[src/rtl/mcu90640_frame_ctrl.sv]
// ============================================================================
//  Module   : mcu90640_frame_ctrl
//  Brief    : MLX90640 UART frame parser -> pixel RAM writer with checksum,
//             length check, inter-byte timeout and ambient (TA) capture.
//  Revision : 1.0 - initial release
// ============================================================================
`default_nettype none

module mcu90640_frame_ctrl #(
  parameter int          PIX_NUM     = 768,
  parameter logic [15:0] LEN_EXP     = 16'h0602,
  parameter int          TIMEOUT_CYC = 50000
) (
  input  logic        clk_50m,
  input  logic        rst_n,
  input  logic        rx_done,
  input  logic [7:0]  rx_data,
  output logic        pix_we,
  output logic [9:0]  pix_addr,
  output logic [15:0] pix_data,
  output logic [15:0] ta_data,
  output logic        frame_done,
  output logic        frame_err,
  output logic [1:0]  err_code,
  output logic        busy
);

  localparam int TO_W = (TIMEOUT_CYC > 1) ? $clog2(TIMEOUT_CYC) : 1;
  localparam logic [7:0]      c_sync_byte = 8'h5A;
  localparam logic [15:0]     c_hdr_word  = 16'h5A5A;
  localparam logic [9:0]      c_last_pix  = 10'(PIX_NUM - 1);
  localparam logic [TO_W-1:0] c_to_last   = TO_W'(TIMEOUT_CYC - 1);

  typedef enum logic [3:0] {
    S_IDLE  = 4'd0, S_HDR2 = 4'd1, S_LEN_L = 4'd2, S_LEN_H = 4'd3,
    S_PIX_L = 4'd4, S_PIX_H = 4'd5, S_TA_L = 4'd6, S_TA_H = 4'd7,
    S_CS_L  = 4'd8, S_CS_H = 4'd9
  } state_t;

  state_t          r_state, w_next;
  logic            r_rx_d;
  logic [7:0]      r_lo;
  logic [9:0]      r_pix_cnt;
  logic [15:0]     r_cs;
  logic [15:0]     r_ta_shadow;
  logic [TO_W-1:0] r_to_cnt;

  logic            w_accept, w_timeout, w_pix_we, w_done, w_err;
  logic [1:0]      w_code;
  logic [15:0]     w_word;

  assign w_accept = rx_done & ~r_rx_d;
  assign w_word   = {rx_data, r_lo};
  assign busy     = (r_state != S_IDLE);

  always_comb begin
    w_next    = r_state;
    w_pix_we  = 1'b0;
    w_done    = 1'b0;
    w_err     = 1'b0;
    w_code    = 2'b00;
    w_timeout = (r_state != S_IDLE) && (r_to_cnt == c_to_last);
    if (w_accept) begin
      case (r_state)
        S_IDLE:  if (rx_data == c_sync_byte) w_next = S_HDR2;
        S_HDR2:  w_next = (rx_data == c_sync_byte) ? S_LEN_L : S_IDLE;
        S_LEN_L: w_next = S_LEN_H;
        S_LEN_H: begin
          if (w_word == LEN_EXP) begin
            w_next = S_PIX_L;
          end else begin
            w_err  = 1'b1;
            w_code = 2'b01;
            w_next = S_IDLE;
          end
        end
        S_PIX_L: w_next = S_PIX_H;
        S_PIX_H: begin
          w_pix_we = 1'b1;
          w_next   = (r_pix_cnt == c_last_pix) ? S_TA_L : S_PIX_L;
        end
        S_TA_L:  w_next = S_TA_H;
        S_TA_H:  w_next = S_CS_L;
        S_CS_L:  w_next = S_CS_H;
        S_CS_H: begin
          w_next = S_IDLE;
          // Accumulator starts from zero, so the two header bytes are added here.
          if (w_word == r_cs + c_hdr_word) begin
            w_done = 1'b1;
          end else begin
            w_err  = 1'b1;
            w_code = 2'b10;
          end
        end
        default: w_next = S_IDLE;
      endcase
    end else if (w_timeout) begin
      w_err  = 1'b1;
      w_code = 2'b11;
      w_next = S_IDLE;
    end
  end

  always_ff @(posedge clk_50m or negedge rst_n) begin
    if (!rst_n) begin
      r_state     <= S_IDLE;
      r_rx_d      <= 1'b0;
      r_lo        <= 8'h00;
      r_pix_cnt   <= 10'd0;
      r_cs        <= 16'h0000;
      r_ta_shadow <= 16'h0000;
      r_to_cnt    <= '0;
      pix_we      <= 1'b0;
      pix_addr    <= 10'd0;
      pix_data    <= 16'h0000;
      ta_data     <= 16'h0000;
      frame_done  <= 1'b0;
      frame_err   <= 1'b0;
      err_code    <= 2'b00;
    end else begin
      r_state    <= w_next;
      r_rx_d     <= rx_done;
      pix_we     <= w_pix_we;
      frame_done <= w_done;
      frame_err  <= w_err;
      if (w_done || w_err) err_code <= w_code;
      if (w_done) ta_data <= r_ta_shadow;
      if (w_pix_we) begin
        pix_addr <= r_pix_cnt;
        pix_data <= w_word;
      end

      if (w_accept || r_state == S_IDLE) r_to_cnt <= '0;
      else if (r_to_cnt != c_to_last)    r_to_cnt <= r_to_cnt + 1'b1;

      if (w_accept) begin
        r_lo <= rx_data;
        case (r_state)
          S_HDR2: if (rx_data == c_sync_byte) begin
            r_cs      <= 16'h0000;
            r_pix_cnt <= 10'd0;
          end
          S_LEN_H: r_cs <= r_cs + w_word;
          S_PIX_H: begin
            r_cs      <= r_cs + w_word;
            r_pix_cnt <= (r_pix_cnt == c_last_pix) ? 10'd0 : r_pix_cnt + 10'd1;
          end
          S_TA_H: begin
            r_cs        <= r_cs + w_word;
            r_ta_shadow <= w_word;
          end
          default: ;
        endcase
      end
    end
  end

endmodule

`default_nettype wire

[config.mk]
export PLATFORM = sky130hd
export DESIGN_NAME = mcu90640_frame_ctrl
export DESIGN_NICKNAME = d
export VERILOG_FILES = /design/src/rtl/mcu90640_frame_ctrl.sv
export SDC_FILE = /design/constraint.sdc
export NUM_CORES = 1
export LEC_CHECK = 0
export CELL_PAD_IN_SITES_DETAIL_PLACEMENT = 0
export CELL_PAD_IN_SITES_GLOBAL_PLACEMENT = 1
export CORE_MARGIN = 2
export CORE_UTILIZATION = 35
export CTS_BUF_LIST = sky130_fd_sc_hd__clkbuf_4 sky130_fd_sc_hd__clkbuf_8 sky130_fd_sc_hd__clkbuf_16
export CTS_CLUSTER_SIZE = 12
export DETAILED_ROUTE_END_ITERATION = 10
export MAX_ROUTING_LAYER = met4
export PLACE_DENSITY_LB_ADDON = 0.1
export RECOVER_POWER = 25
export REMOVE_ABC_BUFFERS = 1
export SLEW_MARGIN = 20
export SYNTH_ARGS = -nofsm -noshare
export SYNTH_HDL_FRONTEND = slang
export SYNTH_SLANG_ARGS = --single-unit
[constraint.sdc]
create_clock -name clk_50m -period 8.6 [get_ports clk_50m]
set_input_delay 1.72 -clock clk_50m [delete_from_list [all_inputs] [get_ports clk_50m]]
set_output_delay 1.72 -clock clk_50m [all_outputs]
set_load 0.03 [all_outputs]
==> results.py, run 1 <==
metrics = {
    "run_status": {
        "status": "finished, violations left",
        "violations": "capacitance limit, slew limit",
    },
    "power": {
        "powerDensity_nw_per_um2": 186.7,
        "p_switching_mw": 0.3199,
        "clock_power_share_pct": 53.4,
        "intPower_mw": 1.093,
        "p_total_mw": 1.413,
        "combPwrFrac_pct": 5.6,
        "seq_power_share_pct": 41.0,
        "swShare_pct": 22.64,
        "p_leak_nw": 3.471,
        "peakVddDrop_uv": 134.9,
    },
    "timing": {
        "setup_viol": 0,
        "relSlewSlack_pct": -61.63,
        "min_period_ns": 4.503,
        "fin_crit_sh_pct": 52.36,
        "fin_skew_ns": 0.008457,
        "rsz0062_at_grt": "false",
        "slew_violations": 42,
        "max_freq_ghz": 0.2221,
        "hold_viol_final": 0,
        "setup-tns-final_ns": 0,
        "worst_pin_slew_ns": 2.424,
    },
    "worst_setup_path": {
        "worst-path-max-fanout": 32,
        "timing.rr.start": "r_cs[1]",
        "reg2reg_to": "ta_data[6]",
        "critPathCaptureType": "register",
        "critPathLaunch": "rx_done",
        "reg2reg_slack_ns": 5.52,
        "critPathLaunchType": "input port",
        "critical_path_class": "input port to register",
        "crit_path_top_delay_cell": "clkbuf_1",
        "critPathArrivalTime_ns": 4.80,
        "ff2ff_path_depth": 8,
        "crit_top_cell": "nand2_1",
        "worstPathCellList": "dlygate4sd3_1 -> nand2b_1 -> clkbuf_1 -> or2_2 -> inv_1 -> nand2_1 -> nand2_1",
        "crit_required_ns": 8.90,
        "cpPeakStageDelay_ns": 0.74,
    },
    "placed_design": {
        "dpl_cell_area_sq_um": 6942,
        "dpl.hpwl_um": 10760,
        "portBuffers": 58,
        "place.gp.congestion": 0.7955,
    },
    "route": {
        "routed_wl_um": 15450,
        "met2WireLength_um": 6719,
        "wl_met3_um": 497,
        "wl_per_cell_um": 16.82,
        "first_iter_violations": 261,
        "vias": 4719,
        "first_pass_iters": 4,
        "viasPerCell": 5.141,
        "drc_errors": 0,
        "wl_met1_um": 8075,
        "highest_layer": "met4",
        "antenna_left": 0,
    },
    "clock_network": {
        "path_clk_slew_ns": 0.06,
        "cts.sinks": 118,
        "cts_tree": "done",
        "cts-resized-gates": 0,
        "cts_setup_buffers": 0,
        "cts_max_level": 4,
        "numCtsBuffers": 17,
        "cts_max_path_buffers": 2,
        "cts-root-buf": "clkbuf_16",
        "clock_latency_ns": 0.42,
        "holdBufCountCts": 0,
    },
    "logic_synthesis": {
        "synth-simple-area-share_pct": 18.91,
        "synth-adder-area-share_pct": 3.972,
        "netlist_instances": 628,
        "synth_edf_count": 0,
        "synth_mux_area_share_pct": 8.146,
        "async_flop_share_pct": 100.0,
        "syn_area_sq_um": 6175,
        "synth-compound-area-share_pct": 13.68,
        "ys_types": 62,
        "yosys.area_share.xor_xnor_pct": 4.823,
        "seq_area_frac_synth_pct": 47.82,
        "ys_ff_latch": 118,
        "syn_avg_cell_area_sq_um": 9.832,
        "synth_top_flop_cell": "dfrtp_1",
        "ys_warn_count": 0,
        "synth_top_family_by_area": "simple AND/OR/NAND/NOR gates",
    },
    "worst_hold_path": {
        "hold_start": "pix_addr[4]",
        "hold_depth": 2,
        "hp-class": "register to register",
        "worst_hold_path.endpoint": "pix_addr[4]",
    },
    "layout": {
        "ff_latch_area_sq_um": 2953,
        "nNetsFinal": 710,
        "multi_input_area_sq_um": 3058,
        "fill_cells": 1670,
        "design_area_sq_um": 7570,
        "n_antenna_cell": 0,
        "final_util_pct": 43.76,
        "area_delta_synth_final_pct": 22.59,
        "drive_gt1_share_pct": 11.83,
    },
    "die": {
        "coreArea_sq_um": 17300,
        "ios": 59,
        "fp.dieH_um": 136.8,
        "initial_core_util_pct": 35.70,
        "die_x_um": 136.8,
        "row_count": 48,
        "die_area_sq_um": 18720,
    },
    "global_routing": {
        "grt_usage_pct": 18.08,
        "grt_antenna_before_repair": 0,
        "grt_overflow": 0,
        "grt_pass1_wl_um": 24870,
        "grt_max_degree": 79,
        "grt_pass1_vias": 4570,
    },
    "job": {
        "drv_cap": 1,
    },
}
==> metal layers <==
| metal | track usage (%) | up-vias |
|---|---|---|
| met2 | 25.61 | 79 |
| met1 | 25.88 | 2284 |
| li1 | - | 2343 |
| met3 | 4.444 | 13 |
| met4 | 4.639 | 0 |
| met5 | - | - |
==> synth_stat cells (all sizes together) (7+ instances only) <==
library cell,number,area share [%]
o31ai,8,0.97
xnor2,16,2.3
nand2,115,7.0
ha,18,3.6
nand4,12,1.2
buf,7,0.59
mux2,36,7.2
nor2,43,2.6
xor2,18,2.6
a21oi,20,1.6
dfrtp,118,48
inv,13,0.79
nor3,11,0.97
o21ai,50,4.1
nand3,14,1.1
clkbuf,21,1.3
and3,7,0.71
==> layout make-up <==
| class | count | area share (%) |
|---|---|---|
| multi-input cells | 469 | 40.40 |
| flip-flops and latches | 118 | 39.01 |
| repair buffers | 61 | 7.884 |
| clock buffers | 19 | 5.983 |
| well taps | 225 | 3.719 |
| clock inverters | 13 | 2.364 |
| inverters | 13 | 0.6446 |
==> registers in the layout (all words and copies together), names as in the netlist <==
register,cells
pix_data,16
r_cs,16
r_ta_shadow,16
r_to_cnt,16
ta_data,16
pix_addr,10
r_pix_cnt,10
r_lo,8
r_state,4
err_code,2
frame_done,1
frame_err,1
pix_we,1
r_rx_d,1
==> metrics by stage <==
stage                     setup slack (ns)  std cells  hold WS [ns]
after floorplan                      5.095        600        0.4460
after CTS                            4.244        918        0.4764
after detailed placement             3.830        886        0.4612
after global placement               3.952        886        0.4596
after global routing                 3.879        918        0.4930
final                                4.097        918        0.4721
==> cells in the final DEF (no fill, tap or decap), drive strengths merged, types with 14 or more instances in the layout <==
master         Yosys  final
xnor2             16     16
nand3             14     14
clkbuf            21     21
xor2              18     18
nor2              43     43
mux2              36     36
ha                18     18
o21ai             50     50
a21oi             20     20
clkdlybuf4s50      0     56
dfrtp            118    118
nand2            115    115
==> worst max path at each step <==
stage,to,cells past startpoint
2_1_floorplan,r_cs[10],6
3_3_place_gp,r_cs[10],7
3_5_place_dp,r_cs[10],7
4_1_cts,r_cs[10],7
5_1_grt,pix_data[8],7
6_report,pix_data[8],7
==> cells by family (layout without fill, tap and decap cells) <==
group                      count (synthesis)  count (layout)
AOI/OAI and AO/OA                        129             129
adders and majority gates                 19              19
and+or+nand+nor                          245             245
buffers and inverters                     41             106
xor gates and xnor gates                  34              34
muxes                                     42              42
DFF                                      118             118
==> worst max-delay path, delay by kind of cell <==
family | cells | cell delay [ns]
buffers and inverters | 3 | 1.91
and+or+nand+nor | 4 | 1.15
==> power groups by stage <==
stage	registers (mW)	logic, mW	clock network (mW)
6_report	0.579	0.0794	0.755
3_5_place_dp	0.589	0.0812	0
3_3_place_gp	0.589	0.0804	0
5_1_grt	0.580	0.0900	0.801
4_1_cts	0.579	0.0815	0.774
2_1_floorplan	0.587	0.0394	0
Note: power is estimated with default switching activity, not from simulation.
==> inputs of run 2 (changes only) <==
- clock period: 8.6 -> 4.2 ns (I/O delays scaled with it)
==> results.py, run 2 (same netlist as run 1, synthesis figures left out) <==
metrics = {
    "run_status": {
        "status": "finished, violations left",
        "violations": "capacitance limit, slew limit",
    },
    "clock_network": {
        "cts-root-buf": "clkbuf_16",
        "numCtsBuffers": 17,
        "cts_max_level": 4,
        "holdBufCountCts": 0,
        "clock_latency_ns": 0.42,
        "cts_tree": "done",
        "cts-resized-gates": 0,
        "cts_max_path_buffers": 2,
        "path_clk_slew_ns": 0.06,
        "cts_setup_buffers": 0,
        "cts.sinks": 118,
    },
    "die": {
        "fp.dieH_um": 136.8,
        "row_count": 48,
        "die_x_um": 136.8,
        "ios": 59,
        "initial_core_util_pct": 35.70,
        "coreArea_sq_um": 17300,
        "die_area_sq_um": 18720,
    },
    "worst_setup_path": {
        "critPathLaunchType": "input port",
        "crit_path_top_delay_cell": "clkdlybuf4s50_1",
        "critical_path_class": "input port to register",
        "crit_required_ns": 4.54,
        "ff2ff_path_depth": 8,
        "cpPeakStageDelay_ns": 0.68,
        "critPathCaptureType": "register",
        "worstPathCellList": "clkdlybuf4s50_1 -> nor4b_1 -> a21boi_0 -> nor3_1 -> nand2_1 -> nor2_1 -> nand4_1 -> o21ai_0",
        "worst-path-max-fanout": 14,
        "critPathArrivalTime_ns": 3.56,
    },
    "power": {
        "peakVddDrop_uv": 286.9,
        "p_leak_nw": 3.489,
        "powerDensity_nw_per_um2": 359.2,
    },
    "global_routing": {
        "grt_max_degree": 79,
        "grt_usage_pct": 18.56,
        "grt_pass1_wl_um": 25590,
        "grt_antenna_before_repair": 0,
        "grt_overflow": 0,
        "grt_pass1_vias": 4656,
    },
    "timing": {
        "max_freq_ghz": 0.3098,
        "relSlewSlack_pct": -32.82,
        "hold_viol_final": 0,
        "fin_skew_ns": 0.006412,
        "setup-tns-final_ns": 0,
        "setup_viol": 0,
        "worst_pin_slew_ns": 1.992,
        "rsz0062_at_grt": "false",
        "min_period_ns": 3.228,
        "fin_crit_sh_pct": 76.86,
        "holdWs_ns": 0.4714,
        "slew_violations": 78,
    },
    "placed_design": {
        "dpl.hpwl_um": 11010,
        "portBuffers": 58,
        "place.gp.congestion": 0.8358,
    },
    "route": {
        "first_iter_violations": 243,
        "first_pass_iters": 5,
        "routed_wl_um": 15530,
        "drc_errors": 0,
        "viasPerCell": 5.174,
        "vias": 4781,
        "wl_per_cell_um": 16.81,
        "antenna_left": 0,
    },
    "worst_hold_path": {
        "hold_depth": 2,
        "hp-class": "register to register",
    },
    "layout": {
        "final_cell_mix": "dfrtp_1, nand2_1, clkdlybuf4s50_1",
        "n_antenna_cell": 0,
        "drive_gt1_share_pct": 12.88,
        "final_util_pct": 43.67,
        "layout_commonest_cell": "dfrtp_1",
        "nNetsFinal": 717,
        "area_delta_synth_final_pct": 22.33,
    },
    "job": {
        "drv_cap": 1,
    },
}
[run 2: layout make-up]
class                   count  area (sq um)
fillers                  1688          9743
multi-input cells         469          3058
flip-flops and latches    118          2953
repair buffers             68         663.1
clock buffers              22         469.2
well taps                 225         281.5
clock inverters             9         80.08
inverters                  13         48.80
[run 2: report_power, final]
part / internal, mW / switching [mW] / total (mW)
combinational: 0.0699 / 0.101 / 0.171
sequential: 1.16 / 0.0299 / 1.19
clock: 0.846 / 0.511 / 1.36
[run 2: path summary, 6_finish.rpt]
| check | startpoint | end | slack, ns |
|---|---|---|---|
| worst min register to register | pix_addr[4] | pix_addr[4] | 0.47 |
| worst min-delay path | pix_addr[4] | pix_addr[4] | 0.47 |
| worst max register to register | r_cs[1] | ta_data[14] | 1.07 |
| max in group asynchronous | rst_n | r_to_cnt[3] | 2.03 |
| worst max-delay path | rx_data[1] | r_pix_cnt[9] | 0.97 |
| min in group asynchronous | rst_n | ta_data[4] | 0.99 |
[run 2: layer usage]
layer | track usage, % | vias to the layer above | share of wire [%]
li1 | - | 2358 | -
met1 | 26.29 | 2311 | 51
met2 | 26.67 | 100 | 44
met3 | 3.556 | 12 | 4.0
met4 | 6.186 | 0 | 1.0
met5 | - | - | 0
[run 2: critical path: cells and delay by family]
family | cells | cell delay [ns]
and+or+nand+nor | 5 | 1.65
buffers and inverters | 1 | 0.68
AOI/OAI and AO/OA | 2 | 0.38
[run 2: metrics by stage]
stage	total power [mW]	cell area (sq um)	setup WS, ns	instances
6_report	2.713	7553	0.9720	924
5_1_grt	2.817	7553	0.5809	924
4_1_cts	2.751	7556	0.9440	924
3_5_place_dp	1.380	7007	0.5110	893
3_3_place_gp	1.380	7007	0.6680	893
2_1_floorplan	1.283	6060	1.487	600
==> inputs of run 3 (changes only) <==
- clock period: 4.2 -> 3 ns (I/O delays scaled with it)
==> results.py, run 3 (same netlist as run 1, synthesis figures left out) <==
metrics = {
    "run_status": {
        "status": "finished, violations left",
        "violations": "capacitance limit, slew limit",
    },
    "timing": {
        "holdWs_ns": 0.4690,
        "timing.final.ws_setup_ns": 0.1480,
        "hold_viol_final": 0,
        "max_freq_ghz": 0.3506,
        "fin_crit_sh_pct": 95.07,
        "setup_viol": 0,
        "min_period_ns": 2.852,
        "fin_skew_ns": 0.01332,
        "relSlewSlack_pct": -62.95,
        "slew_violations": 44,
        "worst_pin_slew_ns": 2.444,
        "rsz0062_at_grt": "false",
    },
    "layout": {
        "final_util_pct": 45.72,
        "drive_gt1_share_pct": 17.05,
        "layout_commonest_cell": "dfrtp_1",
        "nNetsFinal": 752,
        "final_cell_mix": "dfrtp_1, nand2_1, clkdlybuf4s50_1",
        "n_antenna_cell": 0,
        "area_delta_synth_final_pct": 28.06,
    },
    "power": {
        "clock_power_share_pct": 52.1,
        "powerDensity_nw_per_um2": 506.2,
        "peakVddDrop_uv": 475.4,
        "seq_power_share_pct": 41.2,
        "p_total_mw": 4.003,
        "swShare_pct": 22.37,
        "combPwrFrac_pct": 6.7,
        "intPower_mw": 3.107,
        "p_leak_nw": 3.688,
        "p_switching_mw": 0.8955,
    },
    "global_routing": {
        "grt_pass1_vias": 5077,
        "grt_usage_pct": 18.93,
        "grt_pass1_wl_um": 26500,
        "grt_overflow": 0,
        "grt_antenna_before_repair": 0,
        "grt_max_degree": 57,
    },
    "worst_setup_path": {
        "crit_required_ns": 3.29,
        "critical_path_class": "register to register",
        "worst-path-max-fanout": 16,
        "crit_path_top_delay_cell": "dfrtp_1",
        "critPathLaunchType": "register",
        "cpPeakStageDelay_ns": 0.46,
        "worstPathCellList": "ha_1 -> or3b_1 -> a221oi_2 -> a31oi_1 -> nor4b_2 -> and4_2 -> nand4b_4 -> buf_12 -> mux2_4",
        "critPathArrivalTime_ns": 3.14,
        "critPathCaptureType": "register",
    },
    "clock_network": {
        "cts_setup_buffers": 0,
        "cts_max_path_buffers": 2,
        "cts.sinks": 118,
        "cts-root-buf": "clkbuf_16",
        "cts_max_level": 4,
        "cts-resized-gates": 0,
        "cts_tree": "done",
        "path_clk_slew_ns": 0.05,
        "clock_latency_ns": 0.42,
        "numCtsBuffers": 17,
        "holdBufCountCts": 0,
    },
    "job": {
        "drv_cap": 1,
    },
    "route": {
        "first_pass_iters": 4,
        "drc_errors": 0,
        "wl_per_cell_um": 16.52,
        "antenna_left": 0,
        "viasPerCell": 5.153,
        "first_iter_violations": 206,
        "vias": 4937,
        "routed_wl_um": 15820,
    },
    "die": {
        "die_x_um": 136.8,
        "ios": 59,
        "fp.dieH_um": 136.8,
        "die_area_sq_um": 18720,
        "row_count": 48,
        "coreArea_sq_um": 17300,
        "initial_core_util_pct": 35.70,
    },
    "placed_design": {
        "place.gp.congestion": 0.9130,
        "portBuffers": 58,
        "dpl.hpwl_um": 11500,
        "pre_cts_slack_ns": -0.01855,
    },
    "worst_hold_path": {
        "hp-class": "register to register",
    },
}
run 3: cell types whose count changed in the layout (fill, tap and decap cells not counted), moves of 2 or more:
cell / before / now
bufinv_16: 1 / 3
buf_12: 1 / 3
clkinv_4: 2 / 0
clkbuf_4: 4 / 0
buf_4: 9 / 41
clkbuf_8: 1 / 4
run 3: cell type report:
type                            instances  area [sq um]
Fill cell                            1666          9389
Multi-Input combinational cell        469          3072
Sequential cell                       118          2953
Timing Repair Buffer                  103         947.2
Clock buffer                           21         480.5
Tap cell                              225         281.5
Clock inverter                          9         125.1
Inverter                               13         48.80
run 3: path summary, 6_finish.rpt:
kind,from,slack (ns),cells after the start,endpoint
min in group asynchronous,rst_n,0.95,1,r_ta_shadow[4]
max in group asynchronous,rst_n,0.47,2,r_cs[15]
max reg2reg,r_cs[2],0.15,9,ta_data[11]
max,r_cs[2],0.15,9,ta_data[11]
min,pix_addr[4],0.47,2,pix_addr[4]
min reg2reg,pix_addr[4],0.47,2,pix_addr[4]
run 3: layer usage:
layer,vias to the layer above,global-route usage (%),wire [um]
li1,2422,-,-
met1,2420,25.45,7809
met2,81,29.00,7244
met3,14,3.074,531
met4,0,6.758,237
met5,-,-,0
run 3: power by group through the flow:
| stage | sequential [mW] | clock [mW] | combinational, mW |
|---|---|---|---|
| 2_1_floorplan | 1.68 | 0 | 0.113 |
| 3_3_place_gp | 1.68 | 0 | 0.270 |
| 3_5_place_dp | 1.68 | 0 | 0.273 |
| 4_1_cts | 1.65 | 2.14 | 0.274 |
| 5_1_grt | 1.65 | 2.21 | 0.298 |
| 6_report | 1.65 | 2.09 | 0.269 |
run 3: worst max-delay path: cells and delay by family (launching register included):
kind                     cells  cell delay (ns)
AO/OA/AOI/OAI                2             0.33
buffers and inverters        1             0.19
adder cells (fa/ha/maj)      1             0.31
flip-flops                   1             0.46
multiplexers                 1             0.30
AND/OR/NAND/NOR              4             1.12
run 3: through the flow:
stage          instances  TNS [ns]  area [sq um]
2_1_floorplan        600         0          6060
3_3_place_gp         928   -0.1665          7295
3_5_place_dp         928   -0.1292          7295
4_1_cts              958         0          7900
5_1_grt              958         0          7908
6_report             958         0          7908
